$ cat src/rtl/mycounter_param_if.sv
`default_nettype none
// ---------------------------------------------------------------------------
// mycounter_param_if : control/status bundle for mycounter_param
// Revision: 1.0  initial release
// ---------------------------------------------------------------------------
interface mycounter_param_if #(
    parameter int WIDTH = 4
);
    logic             EN;
    logic             UP;
    logic             CLR;
    logic             LOAD;
    logic [WIDTH-1:0] LOAD_VAL;
    logic [WIDTH-1:0] out;
    logic             TC;
    logic             OVF;

    modport master (
        output EN, UP, CLR, LOAD, LOAD_VAL,
        input  out, TC, OVF
    );

    modport slave (
        input  EN, UP, CLR, LOAD, LOAD_VAL,
        output out, TC, OVF
    );
endinterface
`default_nettype wire

$ cat src/rtl/mycounter_param.sv
`default_nettype none
// ---------------------------------------------------------------------------
// mycounter_param : N-bit up/down modulus counter, wrap or saturate, with
// combinational terminal count and sticky overflow. Optional step prescaler
// is built when MYCOUNTER_PRESCALE_EN is defined.
// Revision: 1.0  initial release
// ---------------------------------------------------------------------------
module mycounter_param #(
    parameter int WIDTH     = 4,
    parameter int MAX_COUNT = 2**WIDTH - 1,
    parameter bit SAT_MODE  = 1'b0,
    parameter int PRESCALE  = 4
) (
    input  wire              CLK,
    input  wire              RST,
    mycounter_param_if.slave bus
);

    localparam logic [WIDTH-1:0] MAX_VAL = WIDTH'(MAX_COUNT);
    localparam logic [WIDTH-1:0] ONE     = WIDTH'(1);

    logic [WIDTH-1:0] count;
    logic             ovf;
    logic [WIDTH-1:0] next_count;
    logic [WIDTH-1:0] load_clamped;
    logic             at_max;
    logic             at_zero;
    logic             hit_end;
    logic             tick;

    assign at_max       = (count == MAX_VAL);
    assign at_zero      = (count == '0);
    assign hit_end      = bus.UP ? at_max : at_zero;
    assign load_clamped = (bus.LOAD_VAL > MAX_VAL) ? MAX_VAL : bus.LOAD_VAL;

`ifdef MYCOUNTER_PRESCALE_EN
    localparam int               PS_W    = (PRESCALE > 1) ? $clog2(PRESCALE) : 1;
    localparam logic [PS_W-1:0]  PS_LAST = PS_W'(PRESCALE - 1);

    logic [PS_W-1:0] prescale_cnt;

    always_ff @(posedge CLK or posedge RST) begin
        if (RST) begin
            prescale_cnt <= '0;
        end else if (bus.CLR || bus.LOAD) begin
            prescale_cnt <= '0;
        end else if (bus.EN) begin
            prescale_cnt <= tick ? '0 : prescale_cnt + PS_W'(1);
        end
    end

    assign tick = (prescale_cnt == PS_LAST);
`else
    // No prescaler: every enabled edge is a step; PRESCALE has no effect.
    assign tick = 1'b1 | (PRESCALE < 1);
`endif

    // Range ends go explicitly to the opposite end or hold, never by overflow.
    always_comb begin
        next_count = count;
        if (bus.UP) begin
            if (at_max) begin
                next_count = SAT_MODE ? MAX_VAL : '0;
            end else begin
                next_count = count + ONE;
            end
        end else begin
            if (at_zero) begin
                next_count = SAT_MODE ? '0 : MAX_VAL;
            end else begin
                next_count = count - ONE;
            end
        end
    end

    always_ff @(posedge CLK or posedge RST) begin
        if (RST) begin
            count <= '0;
            ovf   <= 1'b0;
        end else if (bus.CLR) begin
            count <= '0;
            ovf   <= 1'b0;
        end else if (bus.LOAD) begin
            count <= load_clamped;
        end else if (bus.EN && tick) begin
            count <= next_count;
            if (hit_end) begin
                ovf <= 1'b1;
            end
        end
    end

    assign bus.out = count;
    assign bus.OVF = ovf;
    assign bus.TC  = bus.EN & tick & ~bus.CLR & ~bus.LOAD & hit_end;

endmodule
`default_nettype wire

$ cat src/flat_wrapper.sv
// flat-port wrapper written by rule: the top's interface ports become plain ports
module mycounter_param_flat 
#(
    parameter int WIDTH     = 4,
    parameter int MAX_COUNT = 2**WIDTH - 1,
    parameter bit SAT_MODE  = 1'b0,
    parameter int PRESCALE  = 4
)
  (CLK, RST, bus_EN, bus_UP, bus_CLR, bus_LOAD, bus_LOAD_VAL, bus_out, bus_TC, bus_OVF);
  mycounter_param_if #(.WIDTH(WIDTH)) bus_i ();
  input  wire CLK;
  input  wire RST;
  input wire logic [$bits(bus_i.EN)-1:0] bus_EN;
  input wire logic [$bits(bus_i.UP)-1:0] bus_UP;
  input wire logic [$bits(bus_i.CLR)-1:0] bus_CLR;
  input wire logic [$bits(bus_i.LOAD)-1:0] bus_LOAD;
  input wire logic [$bits(bus_i.LOAD_VAL)-1:0] bus_LOAD_VAL;
  output wire logic [$bits(bus_i.out)-1:0] bus_out;
  output wire logic [$bits(bus_i.TC)-1:0] bus_TC;
  output wire logic [$bits(bus_i.OVF)-1:0] bus_OVF;
  assign bus_i.EN = bus_EN;
  assign bus_i.UP = bus_UP;
  assign bus_i.CLR = bus_CLR;
  assign bus_i.LOAD = bus_LOAD;
  assign bus_i.LOAD_VAL = bus_LOAD_VAL;
  assign bus_out = bus_i.out;
  assign bus_TC = bus_i.TC;
  assign bus_OVF = bus_i.OVF;
  mycounter_param #(.WIDTH(WIDTH), .MAX_COUNT(MAX_COUNT), .SAT_MODE(SAT_MODE), .PRESCALE(PRESCALE)) u_core (.CLK(CLK), .RST(RST), .bus(bus_i));
endmodule
$ cat config.mk
export PLATFORM = sky130hd
export DESIGN_NAME = mycounter_param_flat
export DESIGN_NICKNAME = d
export VERILOG_FILES = /design/src/rtl/mycounter_param_if.sv /design/src/rtl/mycounter_param.sv /design/src/flat_wrapper.sv
export SDC_FILE = /design/constraint.sdc
export NUM_CORES = 1
export LEC_CHECK = 0
export ABC_AREA = 1
export BUFFER_PORTS_ARGS = -buffer_cell sky130_fd_sc_hd__buf_2
export CORE_AREA = 2 2 39 41
export DETAILED_ROUTE_END_ITERATION = 10
export DIE_AREA = 0 0 41 43
export GPL_TIMING_DRIVEN = 0
export PLACE_DENSITY = 0.57
export SLEW_MARGIN = 20
export SYNTH_ARGS = -nofsm -noshare
export SYNTH_HDL_FRONTEND = slang
export SYNTH_SLANG_ARGS = --single-unit
export TNS_END_PERCENT = 5
$ cat constraint.sdc
create_clock -name CLK -period 2.5 [get_ports CLK]
set_input_delay 0.5 -clock CLK [delete_from_list [all_inputs] [get_ports CLK]]
set_output_delay 0.5 -clock CLK [all_outputs]
set_load 0.01 [all_outputs]
==> impl_metrics.csv <==
group,metric,value,unit
status,status,"finished clean",
clock_network,cts_tree,"yes",
timing,slew_viol_final,0,
floorplan,core,0.00138,mm^2
yosys,ys_seq_elements,5,
place,placed_area,534,um^2
global_route,antenna_found_initial,0,
min_path,min_path_type,"in2async",
global_route,grt_use_total,0.152,
routing,drc,0,
timing,hold_viol_final,0,
yosys,synth_area,439,um^2
clock_network,numClockSinks,5,
power,p_per_area,484,mW/mm^2
yosys,netlist_top_cells_area,"dfrtp_1 (28%), inv_1 (14%), nand2_1 (14%)",
routing,wirelength,1010,um
routing,drt-initial-drc-count,12,
timing,max_freq,465,MHz
timing,period_share,0.861,
power,p_seq_frac,0.364,
finish,final_layout_size_suffix_gt1_frac,0.287,
finish,fin_nets,100,
yosys,synth_cell_types,16,
global_route,grt_remaining_overflow,0,
clock_network,cts_buffers,3,
floorplan,boundaryPins,16,
worst_setup_path,worstPathArrival,1650,ps
global_route,grt_max_degree,8,
power,p_total,271,uW
finish,fin_area,561,um^2
timing,fin_skew,2.10,ps
global_route,grt_pass1_wl,1730,um
worst_setup_path,cp_max_fo,6,
power,switching_share,0.341,
timing,relSlewSlack,0.810,
floorplan,die_w,41,um
floorplan,fp-row-count,14,
place,numPortBuffers,15,
place,place.gp.congestion,0.747,
worst_setup_path,worst_path_most_repeated_cell,"inv_1",
floorplan,start_util,0.317,
power,irDropWorstVdd,320,uV
finish,fill_cells,153,
yosys,synth_top_area_frac,0.285,
power,power.switching,92.6,uW
worst_setup_path,path_buf_inv,4,
yosys,seq_area_frac_synth,0.285,
clock_network,ctsHoldBuffers,0,
place,pre_cts_ws,616,ps
worst_setup_path,cpPeakStageDelay,430,ps
power,comb_power_share,0.274,
clock_network,cts_resized,0,
worst_setup_path,critical_path.top_delay_family,"flip-flops",
power,intPower,179,uW
floorplan,die_area,0.00176,mm^2
finish,post-route-util,0.405,
routing,vias,471,
timing,fin_setup_tns,0,ps
clock_network,clkTransAtPathRegs,50,ps
worst_setup_path,cp_cell_sequence,"inv_1, ha_1, inv_1, nor3_2, nand2_1, o21ai_1, nand3_1, inv_1, buf_2",
floorplan,die_h,43,um
worst_setup_path,cp-end-kind,"output port",
finish,stdcell_count,103,
place,place_inst,99,
yosys,yosys.area.top_type,"dfrtp_1",
clock_network,cts_buffer_depth,2,
finish,syn_to_final_growth,27.6,%
worst_setup_path,startpoint_type,"flop",
routing,vias_per_cell,4.57,
yosys,synth_nets,80,
clock_network,cts_root_buffer,"clkbuf_4",
timing,worst_slew_pin_slew,282,ps
timing,setup_viol_count_final,0,
finish,diodes,0,
worst_setup_path,critPathRequiredTime,2000,ps
timing,grt_setup_unrepaired,"false",
routing,wire_per_inst,9.84,um
worst_setup_path,slowest_stage,"dfrtp_1",
power,leakagePower,0.326,nW
yosys,syn_area_per_cell,6.46,um^2
timing,fin_crit,2150,ps
yosys,ys_warn_count,0,
clock_network,cts_setup_buffers,0,
timing,holdWs,134,ps
routing,detail-route-antenna-nets,0,
flow_run,maxCapViolations,0,
worst_setup_path,critical_path_class,"reg2out",
clock_network,h-tree-depth,1,
clock_network,worstSkewPairLatency,250,ps
yosys,synth_cells,68,
routing,dr.pass1.iters,4,
place,dp_hpwl,777,um
power,power.share.clock,0.362,
global_route,grt_pass1_vias,380,
timing,fin_ws,349,ps
-- cell families after synthesis --
kind of cell / share of synthesized area
flip-flops: 0.285
adder cells (fa/ha/maj): 0.0570
AO/OA/AOI/OAI: 0.219
AND/OR/NAND/NOR: 0.293
buffers and inverters: 0.145
-- placed cells by master, fill, tap and decap left out, drive strengths merged --
master and count:
or2 1, nand3 5, nor2 5, clkbuf 4
a21oi 2, o22ai 1, nand2 16, nor3 1
o211ai 1, ha 2, o21ai 11, dfrtp 5
buf 15, nand4 1, inv 17
-- power groups by stage --
stage / Clock [mW] / Combinational [mW] / Sequential [mW]
2_1_floorplan: 0 / 0.0471 / 0.100
3_3_place_gp: 0 / 0.0734 / 0.0996
3_5_place_dp: 0 / 0.0741 / 0.0999
4_1_cts: 0.0972 / 0.0745 / 0.0990
5_1_grt: 0.105 / 0.0883 / 0.100
6_report: 0.0982 / 0.0743 / 0.0989
-- routing by layer --
metal / GRT usage / wire [um]
met4: 0.0800 / 21
met3: 0.0628 / 75
met2: 0.175 / 405
met5: 0 / 0
met1: 0.231 / 511
-- state kept, by name (all words and copies together) (netlist names) --
signal and count:
u_core.bus.out 4, u_core.bus.OVF 1
-- synthesized netlist by cell type, drive strengths merged --
master / n
nor3: 1
o211ai: 1
nor2: 5
nand2: 16
nand3: 5
or2: 1
nand4: 1
o21ai: 11
ha: 2
o22ai: 1
a21oi: 2
inv: 17
dfrtp: 5
-- final timing paths --
| kind | start | to | slack, ps | cells past startpoint |
|---|---|---|---|---|
| worst max-delay path | u_core.bus.out[0]$_DFFE_PP0P_ | bus_TC | 350 | 9 |
| min in group CLK | bus_CLR | u_core.bus.OVF$_DFFE_PP0P_ | 490 | 2 |
| max in group asynchronous | RST | u_core.bus.out[1]$_DFFE_PP0P_ | 2200 | 2 |
| worst max register to register | u_core.bus.out[0]$_DFFE_PP0P_ | u_core.bus.out[2]$_DFFE_PP0P_ | 1030 | 8 |
| worst min register to register | u_core.bus.OVF$_DFFE_PP0P_ | u_core.bus.OVF$_DFFE_PP0P_ | 530 | 2 |
| worst min-delay path | RST | u_core.bus.out[3]$_DFFE_PP0P_ | 130 | 2 |
-- final cells by class --
| type | count | area [um^2] | share of cell area |
|---|---|---|---|
| clock buffers | 4 | 26.3 | 0.0469 |
| inverters | 17 | 63.8 | 0.114 |
| multi-input cells | 46 | 250 | 0.446 |
| flip-flops and latches | 5 | 125 | 0.223 |
| well taps | 16 | 20.0 | 0.0357 |
| repair buffers | 15 | 75.1 | 0.134 |
-- worst reg2reg max path, stage by stage, from the launching register on --
cell and delay (ps):
dfrtp_1 430, inv_1 160, ha_1 160, inv_1 50, o21ai_0 250, a21oi_1 100
o21ai_0 90, nand2_1 80, o21ai_2 70
Note: power is estimated with default switching activity, not from simulation.
